File: config.mk
export PLATFORM = sky130hd
export DESIGN_NAME = cam_key_loader_flat
export DESIGN_NICKNAME = d
export VERILOG_FILES = /design/src/rtl/cam_key_pkg.sv /design/src/rtl/cam_key_loader_if.sv /design/src/rtl/cam_allow_check.sv /design/src/rtl/cam_key_loader.sv /design/src/flat_wrapper.sv
export SDC_FILE = /design/constraint.sdc
export NUM_CORES = 1
export LEC_CHECK = 0
export ABC_CLOCK_PERIOD_IN_PS = 1400
export CAP_MARGIN = 0
export CORE_AREA = 2 2 39 41
export DETAILED_ROUTE_END_ITERATION = 16
export DIE_AREA = 0 0 41 43
export HOLD_SLACK_MARGIN = 0.1
export SLEW_MARGIN = 30
export SYNTH_ARGS = -nofsm -noshare
export SYNTH_HDL_FRONTEND = slang
export SYNTH_SLANG_ARGS = --single-unit
File: constraint.sdc
create_clock -name clk -period 1.4 [get_ports clk]
set_input_delay 0.14 -clock clk [delete_from_list [all_inputs] [get_ports clk]]
set_output_delay 0.14 -clock clk [all_outputs]
set_load 0.005 [all_outputs]
File: src/rtl/cam_key_pkg.sv
// Shared types and helpers for the camouflage select-key loader.
package cam_key_pkg;

  localparam int unsigned SEL_W = 2;

  typedef enum logic [2:0] {
    IDLE,
    SHIFT,
    CHECK,
    ARMED,
    ERROR
  } cam_state_e;

  // Bit v of the nibble marks select value v as legal for that gate.
  function automatic logic sel_allowed(input logic [SEL_W-1:0] sel, input logic [3:0] nibble);
    return nibble[sel];
  endfunction

endpackage

File: src/rtl/cam_key_loader_if.sv
// Serial key stream: load pulse plus a valid/ready bit handshake.
interface cam_key_loader_if;
  logic load_start;
  logic key_in_valid;
  logic key_in_bit;
  logic key_in_ready;

  modport master (
    output load_start,
    output key_in_valid,
    output key_in_bit,
    input  key_in_ready
  );

  modport slave (
    input  load_start,
    input  key_in_valid,
    input  key_in_bit,
    output key_in_ready
  );
endinterface

File: src/rtl/cam_allow_check.sv
// Combinational legality check of every gate's 2-bit select against its allow nibble.
module cam_allow_check
  import cam_key_pkg::*;
#(
  parameter int unsigned               NUM_CAM = 1,
  parameter logic [4*NUM_CAM-1:0]      ALLOW   = {NUM_CAM{4'b1111}}
) (
  input  logic [SEL_W*NUM_CAM-1:0] shadow,
  output logic                     all_ok
);

  always_comb begin
    all_ok = 1'b1;
    for (int g = 0; g < int'(NUM_CAM); g++) begin
      if (!sel_allowed(shadow[g*SEL_W +: SEL_W], ALLOW[g*4 +: 4])) begin
        all_ok = 1'b0;
      end
    end
  end

endmodule

File: src/rtl/cam_key_loader.sv
// Assembles a serial select key, checks it, and drives it steady into the camouflaged core.
module cam_key_loader
  import cam_key_pkg::*;
#(
  parameter int unsigned               NUM_CAM     = 1,
  parameter logic [4*NUM_CAM-1:0]      ALLOW       = {NUM_CAM{4'b1111}},
  parameter logic [SEL_W*NUM_CAM-1:0]  DEFAULT_SEL = '0
) (
  input  logic                     clk,
  input  logic                     rst_n,
  cam_key_loader_if.slave          key_if,
  output logic [SEL_W*NUM_CAM-1:0] cam_sel,
  output logic                     key_valid,
  output logic                     key_err,
  output logic                     busy
);

  localparam int unsigned KeyW = SEL_W * NUM_CAM;
  localparam int unsigned CntW = $clog2(KeyW + 1);

  cam_state_e        state_q, state_d;
  logic [CntW-1:0]   count_q, count_d;
  logic [KeyW-1:0]   shadow_q, shadow_d;
  logic [KeyW-1:0]   cam_sel_q, cam_sel_d;
  logic              key_valid_q, key_valid_d;
  logic              key_err_q, key_err_d;
  logic              all_ok;
  logic              accept;

  cam_allow_check #(
    .NUM_CAM (NUM_CAM),
    .ALLOW   (ALLOW)
  ) u_allow_check (
    .shadow (shadow_q),
    .all_ok (all_ok)
  );

  assign accept = key_if.key_in_valid && (state_q == SHIFT);

  always_comb begin
    state_d     = state_q;
    count_d     = count_q;
    shadow_d    = shadow_q;
    cam_sel_d   = cam_sel_q;
    key_valid_d = key_valid_q;
    key_err_d   = key_err_q;

    // A new load discards any partial key but leaves cam_sel untouched.
    if (key_if.load_start) begin
      state_d     = SHIFT;
      count_d     = '0;
      shadow_d    = '0;
      key_valid_d = 1'b0;
      key_err_d   = 1'b0;
    end else begin
      unique case (state_q)
        SHIFT: begin
          if (accept) begin
            for (int i = 0; i < int'(KeyW); i++) begin
              if (count_q == CntW'(i)) shadow_d[i] = key_if.key_in_bit;
            end
            count_d = count_q + CntW'(1);
            if (count_q == CntW'(KeyW - 1)) state_d = CHECK;
          end
        end
        CHECK: begin
          if (all_ok) begin
            cam_sel_d   = shadow_q;
            key_valid_d = 1'b1;
            state_d     = ARMED;
          end else begin
            key_err_d = 1'b1;
            state_d   = ERROR;
          end
        end
        default: ;
      endcase
    end
  end

  always_ff @(posedge clk or negedge rst_n) begin
    if (!rst_n) begin
      state_q     <= IDLE;
      count_q     <= '0;
      shadow_q    <= '0;
      cam_sel_q   <= DEFAULT_SEL;
      key_valid_q <= 1'b0;
      key_err_q   <= 1'b0;
    end else begin
      state_q     <= state_d;
      count_q     <= count_d;
      shadow_q    <= shadow_d;
      cam_sel_q   <= cam_sel_d;
      key_valid_q <= key_valid_d;
      key_err_q   <= key_err_d;
    end
  end

  assign key_if.key_in_ready = (state_q == SHIFT);
  assign busy                = (state_q == SHIFT) || (state_q == CHECK);
  assign cam_sel             = cam_sel_q;
  assign key_valid           = key_valid_q;
  assign key_err             = key_err_q;

endmodule
File: src/flat_wrapper.sv
// flat-port wrapper written by rule: the top's interface ports become plain ports
module cam_key_loader_flat import cam_key_pkg::*;
#(
  parameter int unsigned               NUM_CAM     = 1,
  parameter logic [4*NUM_CAM-1:0]      ALLOW       = {NUM_CAM{4'b1111}},
  parameter logic [SEL_W*NUM_CAM-1:0]  DEFAULT_SEL = '0
)
  (clk, rst_n, cam_sel, key_valid, key_err, busy, key_if_load_start, key_if_key_in_valid, key_if_key_in_bit, key_if_key_in_ready);
  cam_key_loader_if key_if_i ();
  input  logic clk;
  input  logic rst_n;
  output logic [SEL_W*NUM_CAM-1:0] cam_sel;
  output logic key_valid;
  output logic key_err;
  output logic busy;
  input wire logic [$bits(key_if_i.load_start)-1:0] key_if_load_start;
  input wire logic [$bits(key_if_i.key_in_valid)-1:0] key_if_key_in_valid;
  input wire logic [$bits(key_if_i.key_in_bit)-1:0] key_if_key_in_bit;
  output wire logic [$bits(key_if_i.key_in_ready)-1:0] key_if_key_in_ready;
  assign key_if_i.load_start = key_if_load_start;
  assign key_if_i.key_in_valid = key_if_key_in_valid;
  assign key_if_i.key_in_bit = key_if_key_in_bit;
  assign key_if_key_in_ready = key_if_i.key_in_ready;
  cam_key_loader #(.NUM_CAM(NUM_CAM), .ALLOW(ALLOW), .DEFAULT_SEL(DEFAULT_SEL)) u_core (.clk(clk), .rst_n(rst_n), .key_if(key_if_i), .cam_sel(cam_sel), .key_valid(key_valid), .key_err(key_err), .busy(busy));
endmodule
==> results.md, run 1 <==
* Status: finished, final reports clean
* Gate Count Post-Synth at 43
* Worst reg2reg path startpoint: u_core.state_q[0]
* H-tree levels at 1
* Static Leak at 0.3433 nW
* Clock sinks at 10
* Most frequent cells in the layout: dfrtp_1 (10), clkdlybuf4s50_1 (8), nor2_1 (6)
* Max Cap Viol at 0
* Vias per inst at 4.545
* Cell Pwr Density at 1772 nW/um^2
* Synthesis Warnings at 0
* Worst setup EP type: flip-flop
* Dpl hpwl at 628 um
* Core box area at 1384 um^2
* Crit path time final at 1.351 ns
* Share of cells above drive strength 1 at 0.2459
* Setup TNS at 0 ns
* Mean Syn Cell Area at 11.26 um^2
* Initial Util at 0.3499
* CP Launch Point: u_core.state_q[0]
* Die Area at 1763 um^2
* Gr usage total at 0.1163
* Fmax at 740.2 MHz
* Synth Area in XOR/XNOR at 0.01809
* Yosys cell types at 16
* Sequential fraction of the synthesis area at 0.5168
* Tcrit/Tclk final at 0.9650
* Number of remaining DRC errors at 0
* GPL Wtd Cong at 0.6756
* Fillcell total at 121
* DRT antenna net count at 0
* Adder-cell share of the synthesized area at 0.1292
* Multi-input gate area at 217.7 um^2
* Area grow syn2layout at 41.34%
* Total wire length at 842 um
* Crit start category: flip-flop
* Commonest non-fill, non-tap cell in the layout: dfrtp_1
* Worst skew pair latency at 0.26 ns
* Mapped Nets at 53
* Worst-path clk slew at 0.07 ns
* CTS Buffer Depth at 2
* Vias in the first global route at 327
* Worst Path Arrival at 1.49 ns
* Clk_skew at 0.004703 ns
* Final Max Tran Viols at 0
* Sequential cell area at 250.2 um^2
* Wire per inst at 10.94 um
* Largest net degree at the start of global routing at 11
* Final setup fails at 0
* First-pass GRT wire length at 1345 um
* Max VDD drop at 0.9136 mV
* Worst Path Required at 1.54 ns
* IO buf count at 10
* Final instance area at 684.4 um^2
* Gr ovfl total at 0
* Initial DRT Pass Iterations at 4
* Flops & latches, synth at 10
* IO Count at 11
* RSZ-0062 raised after global routing: false
* Initial antenna violation count at 0
* Simple-gate share of the synthesized area at 0.1163
* Synth Area in Compound Gates at 0.06202
* 1st-iter DRT viols at 2
* Final Hold Vio Count at 0
* Worst hold margin at 0.1834 ns
* Nets at 72
* Chip width at 41 um
* Rows at 14
* Syn Std Cell Area at 484.2 um^2
* Max Fanout on Critical Path at 3
* Num CTS Buffers at 3
* Placed cell area at 629.4 um^2
* TritonCTS clock tree: done
* Worst Path Class, Setup: reg2reg
* Slew headroom at 0.7128
* Worst Setup Slack, final at 0.04903 ns
* Root Driver: clkbuf_4
* Post-synthesis mux area share at 0.1085
* Hold crit path type: in2async
* Die Ht at 43 um
* DR vias at 350
* Largest family of logic cells by synthesized area: adder cells
* Pre-CTS setup slack at 0.02227 ns
* Antenna cells at 0
* Worst slew pin tran at 0.4294 ns
[final cells by class]
type,count,share of cell area
Clock buffer,4,0.05302
Inverter,5,0.02742
Multi-Input combinational cell,27,0.3181
Sequential cell,10,0.3656
Tap cell,16,0.02925
Timing Repair Buffer,15,0.2066
[flip-flops by register name, summed over array words and instances, names as in the netlist]
name	cells
u_core.state_q	2
u_core.cam_sel	2
u_core.key_err	1
u_core.shadow_q	2
u_core.count_q	2
u_core.key_valid	1
[path summary, 6_finish.rpt]
path / cells after the start / to / slack [ns]
worst max-delay path: 5 / u_core.state_q[0] / 0.05
worst min-delay path: 1 / u_core.count_q[1] / 0.18
worst max register to register: 5 / u_core.state_q[0] / 0.05
worst min register to register: 2 / u_core.key_valid / 0.50
max in group asynchronous: 1 / u_core.state_q[1] / 0.92
min in group clk: 2 / u_core.key_valid / 0.50
[metal layers]
metal,vias to the layer above,share of wire,track usage
met5,-,0,0
met4,0,0,0.06000
met3,0,0.040,0.01571
met2,7,0.51,0.1594
met1,162,0.45,0.1729
li1,181,-,-
[report_power, final]
part / switching (mW) / internal (mW)
sequential: 0.0386 / 0.356
combinational: 0.246 / 0.320
clock: 0.0939 / 0.158
[cell usage after synthesis]
master    n  area [um^2]
a21oi_1   1        5.000
mux2_2    2        22.52
buf_2     1        5.000
o21ai_0   1        5.000
nor2b_1   2        12.51
nand3_1   1        5.000
mux2i_1   3        30.03
nor2_1    6        22.52
a221o_1   1        10.01
xnor2_1   1        8.760
dfrtp_1  10        250.2
nand4_1   2        12.51
ha_1      5        62.56
a21bo_1   1        10.01
inv_1     5        18.77
nand2_1   1        3.750
[worst max-delay path, stage by stage (launching register included)]
cell and delay (ns):
dfrtp_1 0.39, buf_6 0.13, ha_2 0.18, a21bo_1 0.20, nand2_1 0.06, a221o_1 0.29
[cells by family after synthesis]
kind of cell	Yosys count
and+or+nand+nor	12
AOI/OAI and AO/OA	4
xor gates and xnor gates	1
muxes	5
adders and majority gates	5
buffers and inverters	6
DFF	10
[timing repair]
action	CTS	global route
buffers inserted	1	0
hold buffers	0	0
pin swaps	0	2
resized for setup	2	7
endpoints found under the setup margin	2	8
[stage by stage]
stage          utilization  total power [mW]  cells
4_1_cts             0.4846             1.192     77
3_5_place_dp        0.4548            0.9480     72
5_1_grt             0.4946             1.315     77
3_3_place_gp        0.4548            0.9455     72
2_1_floorplan            -            0.7035     43
6_report            0.4946             1.213     77
(Power assumes the default switching activity.)
==> run 2, diff against run 1 <==
SLEW_MARGIN = not set   (was 30)
==> results of run 2 <==
Final layout, timing and power as in run 1 (identical DEF).
==> run 3, diff against run 2 <==
==> constraint.sdc (replaced) <==
create_clock -name clk -period 1.4 [get_ports clk]
set_input_delay 0.14 -clock clk [delete_from_list [all_inputs] [get_ports clk]]
set_output_delay 0.14 -clock clk [all_outputs]
set_load 0.1 [all_outputs]
==> run 3 against run 2 <==
- total power is 61% higher
- sequential power up 4%
- final area up 14%
- wire length grew 7.7%
- clock power increased by 3%
- first-iteration DRC count grew to 2.5 times the previous value
- setup slack lost 0.015 ns
- largest cell class unchanged
- highest routed layer is now met4
==> results.md, run 3 (synthesized netlist as in run 1, its figures left out) <==
* Status: finished, final reports clean
* Final Util at 0.5624 (+0.06781)
* CTS Buffer Depth at 2 (unchanged)
* Dpl hpwl at 695.3 um (+11%)
* TritonCTS clock tree: done
* Clk_skew at 0.007390 ns (+0.002687 ns)
* Worst Path Class, Setup: reg2reg
* Wire per inst at 11.63 um (+6.3%)
* Final setup fails at 0 (unchanged)
* Most frequent cells in the layout: dfrtp_1 (9), nor2_1 (6), buf_12 (6), buf_4 (6), clkdlybuf4s50_1 (4)
* Rows at 14 (unchanged)
* Worst Path Arrival at 1.52 ns (+0.03 ns)
* Share of cells above drive strength 1 at 0.4032 (+0.1573)
* Vias per inst at 4.692 (+3.2%)
* Max VDD drop at 1.062 mV (+16%)
* Core box area at 1384 um^2 (unchanged)
* 1st-iter DRT viols at 5 (+3)
* Number of remaining DRC errors at 0 (unchanged)
* Vias in the first global route at 380 (+16%)
* Chip width at 41 um (unchanged)
* Final Hold Vio Count at 0 (unchanged)
* DRT antenna net count at 0 (unchanged)
* Gr ovfl total at 0 (unchanged)
* Cell Pwr Density at 2511 nW/um^2 (+42%)
* Crit start category: flip-flop
* Total wire length at 907 um (+7.7%)
* Initial Util at 0.3499 (unchanged)
* Fmax at 732.0 MHz (-1.1%)
* Root Driver: clkbuf_4
* IO buf count at 10 (unchanged)
* H-tree levels at 1 (unchanged)
* Hold_buf cts at 0 (unchanged)
* Worst setup EP type: flip-flop
* Nets at 73 (+1.4%)
* Fillcell total at 115 (-5.0%)
* Worst-path clk slew at 0.07 ns (about the same)
* Slew headroom at 0.7002 (-0.01258)
* First-pass GRT wire length at 1587 um (+18%)
* Worst Path Required at 1.55 ns (about the same)
* Largest net degree at the start of global routing at 11 (unchanged)
* DR vias at 366 (+4.6%)
* Max Cap Viol at 0 (unchanged)
* Gr usage total at 0.1418 (+0.02551)
* Antenna cells at 0 (unchanged)
* Initial antenna violation count at 0 (unchanged)
* Area grow syn2layout at 60.72%
* Initial DRT Pass Iterations at 3 (-1)
* IO Count at 11 (unchanged)
* Crit path time final at 1.366 ns (+0.01521 ns)
* Total power at 1.954 mW (+61%)
* Tcrit/Tclk final at 0.9758 (+0.01086)
* Final Max Tran Viols at 0 (unchanged)
* Static Leak at 0.3731 nW (+8.7%)
* Die Ht at 43 um (unchanged)
* Worst hold margin at 0.1856 ns (+0.002159 ns)
* Die Area at 1763 um^2 (unchanged)
* Worst slew pin tran at 0.4482 ns (+0.01881 ns)
* Commonest non-fill, non-tap cell in the layout: dfrtp_1
* Clock sinks at 10 (unchanged)
* Worst skew pair latency at 0.26 ns (about the same)
* Hold crit path type: in2async
* RSZ-0062 raised after global routing: true
* Max Fanout on Critical Path at 3 (unchanged)
* Num CTS Buffers at 3 (unchanged)
* GPL Wtd Cong at 0.6555 (-3.0%)
run 3: area by class of cell:
| class | instances | area, um^2 | share of cell area |
|---|---|---|---|
| multi-input cells | 27 | 242.7 | 0.3119 |
| repair buffers | 16 | 205.2 | 0.2637 |
| flip-flops and latches | 10 | 251.5 | 0.3232 |
| inverters | 5 | 22.52 | 0.02894 |
| clock buffers | 4 | 36.28 | 0.04662 |
| well taps | 16 | 20.02 | 0.02572 |
run 3: worst max-delay path, stage by stage, from the launching register on:
cell,delay [ns]
dfrtp_2,0.41
buf_4,0.14
ha_2,0.17
a21bo_1,0.20
nand2_1,0.06
a221o_1,0.28
run 3: final timing paths:
kind | cells after the start | start | endpoint | slack, ns
setup / recovery | 5 | u_core.state_q[0] | u_core.state_q[0] | 0.03
hold / removal | 1 | rst_n | u_core.cam_sel[1] | 0.19
setup reg to reg | 5 | u_core.state_q[0] | u_core.state_q[0] | 0.03
hold reg to reg | 1 | u_core.shadow_q[1] | u_core.cam_sel[1] | 0.50
max in group asynchronous | 1 | rst_n | u_core.state_q[0] | 0.88
min in group clk | 1 | u_core.shadow_q[1] | u_core.cam_sel[1] | 0.50
run 3: power breakdown:
group	internal (mW)	switching, mW	total (mW)	leakage, nW
clock network	0.158	0.101	0.259	0.0210
logic	0.534	0.750	1.28	0.219
registers	0.358	0.0528	0.411	0.133
total	1.05	0.904	1.95	0.373
run 3: metrics by stage:
step | setup WS, ns | area (um^2) | std cells | TNS, ns
after floorplan | 0.05680 | 500.5 | 43 | 0
after global placement | 0.02020 | 705.7 | 72 | 0
after detailed placement | -0.001447 | 705.7 | 72 | -0.001447
after CTS | 0.01520 | 773.2 | 78 | 0
after global routing | -0.01659 | 778.2 | 78 | -0.05538
final | 0.03383 | 778.2 | 78 | 0
run 3: layer usage:
metal | vias to the layer above | share of wire | routed length, um | GRT usage
li1 | 181 | - | - | -
met1 | 177 | 0.47 | 426 | 0.1831
met2 | 6 | 0.47 | 425 | 0.1906
met3 | 2 | 0.040 | 36 | 0.03141
met4 | 0 | 0.021 | 19 | 0.1200
met5 | - | 0 | 0 | 0
run 3: what timing repair did:
item | CTS | global route
resized for setup | 3 | 2
pin swaps | 0 | 3
buffers inserted | 2 | 0
setup endpoints to repair | 3 | 5
